File: src/rtl/game_sequencer_pkg.sv
// game_seq_pkg: shared types and constants for the game sequencer slice.
//   state_t      - 4-bit FSM state encoding (also exported on the debug port)
//   IN_PLAY      - game_status value while no winner has been found
//   P0_WIN       - game_status value when player 0 has won (1x = player 1)
//   game_over()  - true when the board check reports any winner
//   is_busy()    - true in every state except IDLE and OVER
package game_seq_pkg;

    typedef enum logic [3:0] {
        ST_INIT     = 4'd0,
        ST_IDLE     = 4'd1,
        ST_CHOICE   = 4'd2,
        ST_PUT      = 4'd3,
        ST_TURN     = 4'd4,
        ST_RIGHT    = 4'd5,
        ST_DOWN     = 4'd6,
        ST_WAIT_REL = 4'd7,
        ST_OVER     = 4'd8
    } state_t;

    localparam logic [1:0] IN_PLAY = 2'b00;
    localparam logic [1:0] P0_WIN  = 2'b01;

    function automatic logic game_over(input logic [1:0] status);
        return (status == P0_WIN) || status[1];
    endfunction

    function automatic logic is_busy(input state_t st);
        return (st != ST_IDLE) && (st != ST_OVER);
    endfunction

endpackage

File: src/rtl/game_sequencer_if.sv
// game_sequencer_if: key inputs, board status and datapath control strobes.
//   key_put/key_right/key_down - raw push-buttons, active-high, asynchronous
//   game_status                - board check result (00 in play)
//   control_set/right/down/change_able_read/put/turn_control - 1-cycle strobes
//   busy, state                - activity flag and state encoding for LEDs
// modport master: the sequencer; modport slave: board I/O + datapath side.
interface game_sequencer_if;
    logic       key_put;
    logic       key_right;
    logic       key_down;
    logic [1:0] game_status;
    logic       control_set;
    logic       right;
    logic       down;
    logic       change_able_read;
    logic       put;
    logic       turn_control;
    logic       busy;
    logic [3:0] state;

    modport master (
        input  key_put, key_right, key_down, game_status,
        output control_set, right, down, change_able_read, put, turn_control,
               busy, state
    );

    modport slave (
        output key_put, key_right, key_down, game_status,
        input  control_set, right, down, change_able_read, put, turn_control,
               busy, state
    );
endinterface

File: src/rtl/game_sequencer_key_debounce.sv
// key_debounce: 2-flop synchronizer plus optional debounce counter for one key.
//   clock, resetn - system clock, synchronous active-low reset
//   key_in        - raw asynchronous key level
//   level         - clean key level
// With GAME_SEQ_DEBOUNCE_EN defined the level only flips after the synchronized
// input has disagreed with it for DEBOUNCE_CYCLES consecutive cycles; otherwise
// level is the synchronizer output and the parameters only feed the range check.
module key_debounce #(
    parameter int DEBOUNCE_CYCLES = 500000,
    parameter int DB_W            = 20
) (
    input  logic clock,
    input  logic resetn,
    input  logic key_in,
    output logic level
);

    if (DB_W < 1 || DB_W > 30 || DEBOUNCE_CYCLES < 1 ||
        DEBOUNCE_CYCLES >= (1 << DB_W)) begin : g_bad_cfg
        $error("key_debounce: DB_W too narrow for DEBOUNCE_CYCLES");
    end

    logic sync1;
    logic sync2;

    always_ff @(posedge clock) begin
        if (!resetn) begin
            sync1 <= 1'b0;
            sync2 <= 1'b0;
        end else begin
            sync1 <= key_in;
            sync2 <= sync1;
        end
    end

`ifdef GAME_SEQ_DEBOUNCE_EN
    localparam logic [DB_W-1:0] LIMIT = DB_W'(DEBOUNCE_CYCLES);

    logic [DB_W-1:0] cnt;
    logic [DB_W-1:0] cnt_inc;
    logic            level_q;

    // Saturating increment; the flip happens on the edge the count would reach LIMIT.
    assign cnt_inc = (cnt == LIMIT) ? cnt : cnt + DB_W'(1);

    always_ff @(posedge clock) begin
        if (!resetn) begin
            cnt     <= '0;
            level_q <= 1'b0;
        end else if (sync2 == level_q) begin
            cnt <= '0;
        end else if (cnt_inc == LIMIT) begin
            level_q <= sync2;
            cnt     <= '0;
        end else begin
            cnt <= cnt_inc;
        end
    end

    assign level = level_q;
`else
    assign level = sync2;
`endif

endmodule

File: src/rtl/game_sequencer.sv
// game_sequencer: turns key presses into ordered single-cycle datapath strobes
// and freezes play once the board check reports a winner.
//   clock, resetn - system clock, synchronous active-low reset
//   bus           - game_sequencer_if.master (keys, game_status, strobes,
//                   busy, state)
// Optional macro GAME_SEQ_DEBOUNCE_EN enables the per-key debounce counters.
module game_sequencer
    import game_seq_pkg::*;
#(
    parameter int DEBOUNCE_CYCLES = 500000,
    parameter int DB_W            = 20
) (
    input  logic             clock,
    input  logic             resetn,
    game_sequencer_if.master bus
);

    logic kp, kr, kd;

    key_debounce #(.DEBOUNCE_CYCLES(DEBOUNCE_CYCLES), .DB_W(DB_W)) u_db_put (
        .clock(clock), .resetn(resetn), .key_in(bus.key_put), .level(kp)
    );
    key_debounce #(.DEBOUNCE_CYCLES(DEBOUNCE_CYCLES), .DB_W(DB_W)) u_db_right (
        .clock(clock), .resetn(resetn), .key_in(bus.key_right), .level(kr)
    );
    key_debounce #(.DEBOUNCE_CYCLES(DEBOUNCE_CYCLES), .DB_W(DB_W)) u_db_down (
        .clock(clock), .resetn(resetn), .key_in(bus.key_down), .level(kd)
    );

    state_t state_q, state_d;
    logic   cs_q, right_q, down_q, car_q, put_q, turn_q, busy_q;

    // Outputs are registered from the next state so each strobe lines up with
    // the state that owns it. INIT waits for its own registered control_set,
    // which gives one INIT cycle with control_set high after reset release.
    always_comb begin
        state_d = state_q;
        case (state_q)
            ST_INIT:     if (cs_q) state_d = ST_IDLE;
            ST_IDLE: begin
                if (game_over(bus.game_status)) state_d = ST_OVER;
                else if (kp)                    state_d = ST_CHOICE;
                else if (kr)                    state_d = ST_RIGHT;
                else if (kd)                    state_d = ST_DOWN;
            end
            ST_CHOICE:   state_d = ST_PUT;
            ST_PUT:      state_d = ST_TURN;
            ST_TURN,
            ST_RIGHT,
            ST_DOWN:     state_d = ST_WAIT_REL;
            ST_WAIT_REL: if (!(kp || kr || kd)) state_d = ST_IDLE;
            ST_OVER:     state_d = ST_OVER;
            default:     state_d = ST_INIT;
        endcase
    end

    always_ff @(posedge clock) begin
        if (!resetn) begin
            state_q <= ST_INIT;
            cs_q    <= 1'b0;
            right_q <= 1'b0;
            down_q  <= 1'b0;
            car_q   <= 1'b0;
            put_q   <= 1'b0;
            turn_q  <= 1'b0;
            busy_q  <= 1'b0;
        end else begin
            state_q <= state_d;
            cs_q    <= (state_d == ST_INIT);
            right_q <= (state_d == ST_RIGHT);
            down_q  <= (state_d == ST_DOWN);
            car_q   <= (state_d == ST_CHOICE);
            put_q   <= (state_d == ST_PUT);
            turn_q  <= (state_d == ST_TURN);
            busy_q  <= is_busy(state_d);
        end
    end

    assign bus.control_set      = cs_q;
    assign bus.right            = right_q;
    assign bus.down             = down_q;
    assign bus.change_able_read = car_q;
    assign bus.put              = put_q;
    assign bus.turn_control     = turn_q;
    assign bus.busy             = busy_q;
    assign bus.state            = state_q;

endmodule

File: src/flat_wrapper.sv
// flat-port wrapper written by rule: the top's interface ports become plain ports
module game_sequencer_flat import game_seq_pkg::*;
#(
    parameter int DEBOUNCE_CYCLES = 500000,
    parameter int DB_W            = 20
)
  (clock, resetn, bus_key_put, bus_key_right, bus_key_down, bus_game_status, bus_control_set, bus_right, bus_down, bus_change_able_read, bus_put, bus_turn_control, bus_busy, bus_state);
  game_sequencer_if bus_i ();
  input  logic clock;
  input  logic resetn;
  input wire logic [$bits(bus_i.key_put)-1:0] bus_key_put;
  input wire logic [$bits(bus_i.key_right)-1:0] bus_key_right;
  input wire logic [$bits(bus_i.key_down)-1:0] bus_key_down;
  input wire logic [$bits(bus_i.game_status)-1:0] bus_game_status;
  output wire logic [$bits(bus_i.control_set)-1:0] bus_control_set;
  output wire logic [$bits(bus_i.right)-1:0] bus_right;
  output wire logic [$bits(bus_i.down)-1:0] bus_down;
  output wire logic [$bits(bus_i.change_able_read)-1:0] bus_change_able_read;
  output wire logic [$bits(bus_i.put)-1:0] bus_put;
  output wire logic [$bits(bus_i.turn_control)-1:0] bus_turn_control;
  output wire logic [$bits(bus_i.busy)-1:0] bus_busy;
  output wire logic [$bits(bus_i.state)-1:0] bus_state;
  assign bus_i.key_put = bus_key_put;
  assign bus_i.key_right = bus_key_right;
  assign bus_i.key_down = bus_key_down;
  assign bus_i.game_status = bus_game_status;
  assign bus_control_set = bus_i.control_set;
  assign bus_right = bus_i.right;
  assign bus_down = bus_i.down;
  assign bus_change_able_read = bus_i.change_able_read;
  assign bus_put = bus_i.put;
  assign bus_turn_control = bus_i.turn_control;
  assign bus_busy = bus_i.busy;
  assign bus_state = bus_i.state;
  game_sequencer #(.DEBOUNCE_CYCLES(DEBOUNCE_CYCLES), .DB_W(DB_W)) u_core (.clock(clock), .resetn(resetn), .bus(bus_i));
endmodule
File: config.mk
export PLATFORM = sky130hd
export DESIGN_NAME = game_sequencer_flat
export DESIGN_NICKNAME = d
export VERILOG_FILES = /design/src/rtl/game_sequencer_pkg.sv /design/src/rtl/game_sequencer_if.sv /design/src/rtl/game_sequencer_key_debounce.sv /design/src/rtl/game_sequencer.sv /design/src/flat_wrapper.sv
export SDC_FILE = /design/constraint.sdc
export NUM_CORES = 1
export LEC_CHECK = 0
export CAP_MARGIN = 20
export CORE_MARGIN = 10
export CORE_UTILIZATION = 35
export CTS_CLUSTER_SIZE = 24
export DETAILED_ROUTE_END_ITERATION = 12
export GPL_TIMING_DRIVEN = 0
export HOLD_SLACK_MARGIN = 0.08
export PLACE_DENSITY = 0.58
export SLEW_MARGIN = 5
export SYNTH_ARGS = -nofsm -noshare
export SYNTH_HDL_FRONTEND = slang
export SYNTH_SLANG_ARGS = --single-unit
File: constraint.sdc
create_clock -name clock -period 1.6 [get_ports clock]
set_input_delay 0.16 -clock clock [delete_from_list [all_inputs] [get_ports clock]]
set_output_delay 0.16 -clock clock [all_outputs]
set_load 0.01 [all_outputs]
==> metrics.yaml <==
status:
  status: "completed"
sta:
  finalSetupViolCount: 0
  fin_crit_sh: 0.955
  clock_skew_ns: 0.00772
  slew-limit-headroom: 0.734
  rsz0062_at_grt: "true"
  finalHoldViolCount: 0
  worst_pin_slew_ns: 0.399
  fmax_mhz: 654
  setup-tns-final_ns: 0
  min_period_ns: 1.53
  finalMaxSlewViolations: 0
yosys:
  yosys.area.top_type: "dfxtp_1"
  synth_top_area_share: 0.506
  synthesis.nets: 70
  ys_seq_area_frac: 0.506
  synthTopCellsByArea: "dfxtp_1 51%, and2_1 6.5%, nor4b_2 4.5%"
  ys_seq_elements: 17
  synth_area_um2: 673
  syn_avg_cell_area_um2: 10.7
  synthCells: 63
  yosysWarnings: 0
  yosysUniqueCellTypes: 28
detailed_routing:
  routed_via_density: 4.88
  vias: 532
  wirelength_um: 1460
  drt_pass1_iterations: 4
  ant_nets: 0
  initialDrtViolationCount: 13
  wl_per_cell_um: 13.4
  drc: 0
worst_setup_path:
  slowest_delay_ns: 0.60
  critPathRequiredTime_ns: 1.44
  critPathSlowestCell: "clkdlybuf4s50_1"
  cp.arrival_ns: 1.37
  worstSetupPathType: "reg2out"
  path_buf_inv: 1
  worstSetupEndpointType: "output port"
  startpoint_type: "flip-flop"
  path_max_fanout: 8
  rr_startpoint: "u_core.bus.state[2]$_SDFF_PN0_"
  path_delay_family: "buffers and inverters"
  critPathLaunch: "u_core.bus.state[3]$_SDFF_PN0_"
  worstPathCellList: "clkdlybuf4s50_1"
power:
  p_sw_frac: 0.282
  power_frac_clock: 0.227
  totalPowerFinal_mw: 0.983
  peakVddDrop_uv: 553
  p_sw_mw: 0.277
  power.leakage_nw: 0.314
  seqPwrFrac: 0.514
  p_comb_frac: 0.259
  powerDensity_nw_per_um2: 1070
  p_int_mw: 0.706
floorplan:
  rows: 15
  initial_core_util: 0.378
  io_pins: 18
  dieArea_um2: 4080
  fp.dieH_um: 63.9
  die_w_um: 63.9
  core_area_um2: 1780
global_route:
  grt_overflow: 0
  grt_start_max_net_pins: 10
  antenna_found_initial: 0
  grt_pass1_wl_um: 2510
  grt_use_total: 0.0758
  grt_pass1_vias: 545
placement:
  dp_hpwl_um: 1120
  place_congestion: 0.751
  numPortBuffers: 17
clocking:
  clock_path_buffers: 2
  clkTransAtPathRegs_ns: 0.10
  htree_num_levels: 1
  numClockSinks: 17
  root_buffer: "clkbuf_4"
  cts_tree: "done"
  clock_latency_ns: 0.28
  hold_buffers: 0
  cts_inserted_buffers: 3
hold_path:
  hold_start: "u_core.u_db_down.sync1$_SDFF_PN0_"
  hold_path_class: "reg2reg"
layout:
  nets: 92
  diodes: 0
  drive_gt1_frac: 0.226
  area_growth_pct: 36.2
  fin_util: 0.514
job:
  drv_cap: 0
## synth_stat cells
library cell,n
o221ai_1,2
o41ai_2,1
o21bai_1,1
and2_1,7
or2b_1,1
mux2_2,1
or2_2,1
inv_1,3
a31oi_1,1
nor3b_1,1
inv_2,1
nand3b_1,1
nor2_1,4
o21ba_2,2
nor4_4,1
o22ai_1,1
a21oi_1,1
nor3_1,5
nor4_1,1
a21o_2,1
a31o_2,1
o311ai_1,1
o21a_1,1
o211ai_1,1
dfxtp_1,17
nand2_1,2
a311oi_1,1
nor4b_2,2
## sequential cells by signal, summed over array words and instances (netlist names)
| name | flops |
|---|---|
| u_core.bus.turn_control | 1 |
| u_core.bus.down | 1 |
| u_core.bus.state | 4 |
| u_core.u_db_down.level | 1 |
| u_core.u_db_put.sync1 | 1 |
| u_core.u_db_down.sync1 | 1 |
| u_core.u_db_put.level | 1 |
| u_core.bus.control_set | 1 |
| u_core.u_db_right.level | 1 |
| u_core.bus.change_able_read | 1 |
| u_core.bus.busy | 1 |
| u_core.bus.right | 1 |
| u_core.u_db_right.sync1 | 1 |
| u_core.bus.put | 1 |
## cells in the final DEF (no fill, tap or decap), types with 2 or more instances in the layout
| cell type | count |
|---|---|
| inv_1 | 3 |
| nand2_1 | 2 |
| o21ba_2 | 2 |
| clkbuf_4 | 3 |
| and2_1 | 7 |
| clkdlybuf4s50_1 | 17 |
| dfxtp_1 | 14 |
| nor4b_2 | 2 |
| o221ai_1 | 2 |
| dfxtp_2 | 3 |
| nor3_1 | 5 |
| nor2_1 | 4 |
## through the flow
stage	hold slack, ns	setup slack [ns]	area (um^2)	cells
CTS	0.445	0.0465	903	109
finish	0.440	0.0716	917	109
floorplan	0.282	0.182	673	63
global route	0.455	-0.0103	917	109
global placement	0.417	-0.0655	875	105
detailed placement	0.421	-0.112	875	105
## worst paths after layout
| path | to | slack [ns] | cells after the start |
|---|---|---|---|
| setup reg to reg | u_core.bus.put$_SDFF_PN0_ | 0.12 | 4 |
| hold / removal | u_core.u_db_down.level$_SDFF_PN0_ | 0.44 | 1 |
| hold reg to reg | u_core.u_db_down.level$_SDFF_PN0_ | 0.44 | 1 |
| setup / recovery | bus_state[3] | 0.07 | 1 |
## kinds of logic (layout without fill, tap and decap cells)
logic type             count (synthesis)  count (layout)  share of synthesized area
flip-flops                            17              17                      0.506
multiplexers                           1               1                     0.0167
AO/OA/AOI/OAI                         15              15                      0.191
buffers and inverters                  4              25                     0.0223
AND/OR/NAND/NOR                       26              26                      0.264
## power groups by stage
stage               clock network, mW  logic (mW)  registers [mW]
finish                          0.223       0.255           0.506
global route                    0.254       0.279           0.512
CTS                             0.231       0.257           0.504
detailed placement                  0       0.257           0.513
global placement                    0       0.256           0.512
floorplan                           0       0.132           0.520
## final cells by class
type | instances | area (um^2)
fill | 179 | 866
inverter | 4 | 15.0
multi-input combinational | 42 | 330
sequential | 17 | 344
timing repair buffer | 17 | 170
clock buffer | 4 | 26.3
tap | 25 | 31.3
## routing by layer
layer,share of wire,GRT usage
met5,0,0
met2,0.41,0.107
met3,0.076,0.0418
met1,0.50,0.0920
met4,0.010,0.0328
## repair_timing
item / in CTS / in global routing
buffers inserted: 0 / 0
pin swaps: 0 / 1
resized for setup: 2 / 3
endpoints found under the setup margin: 3 / 6
(Power assumes the default switching activity.)
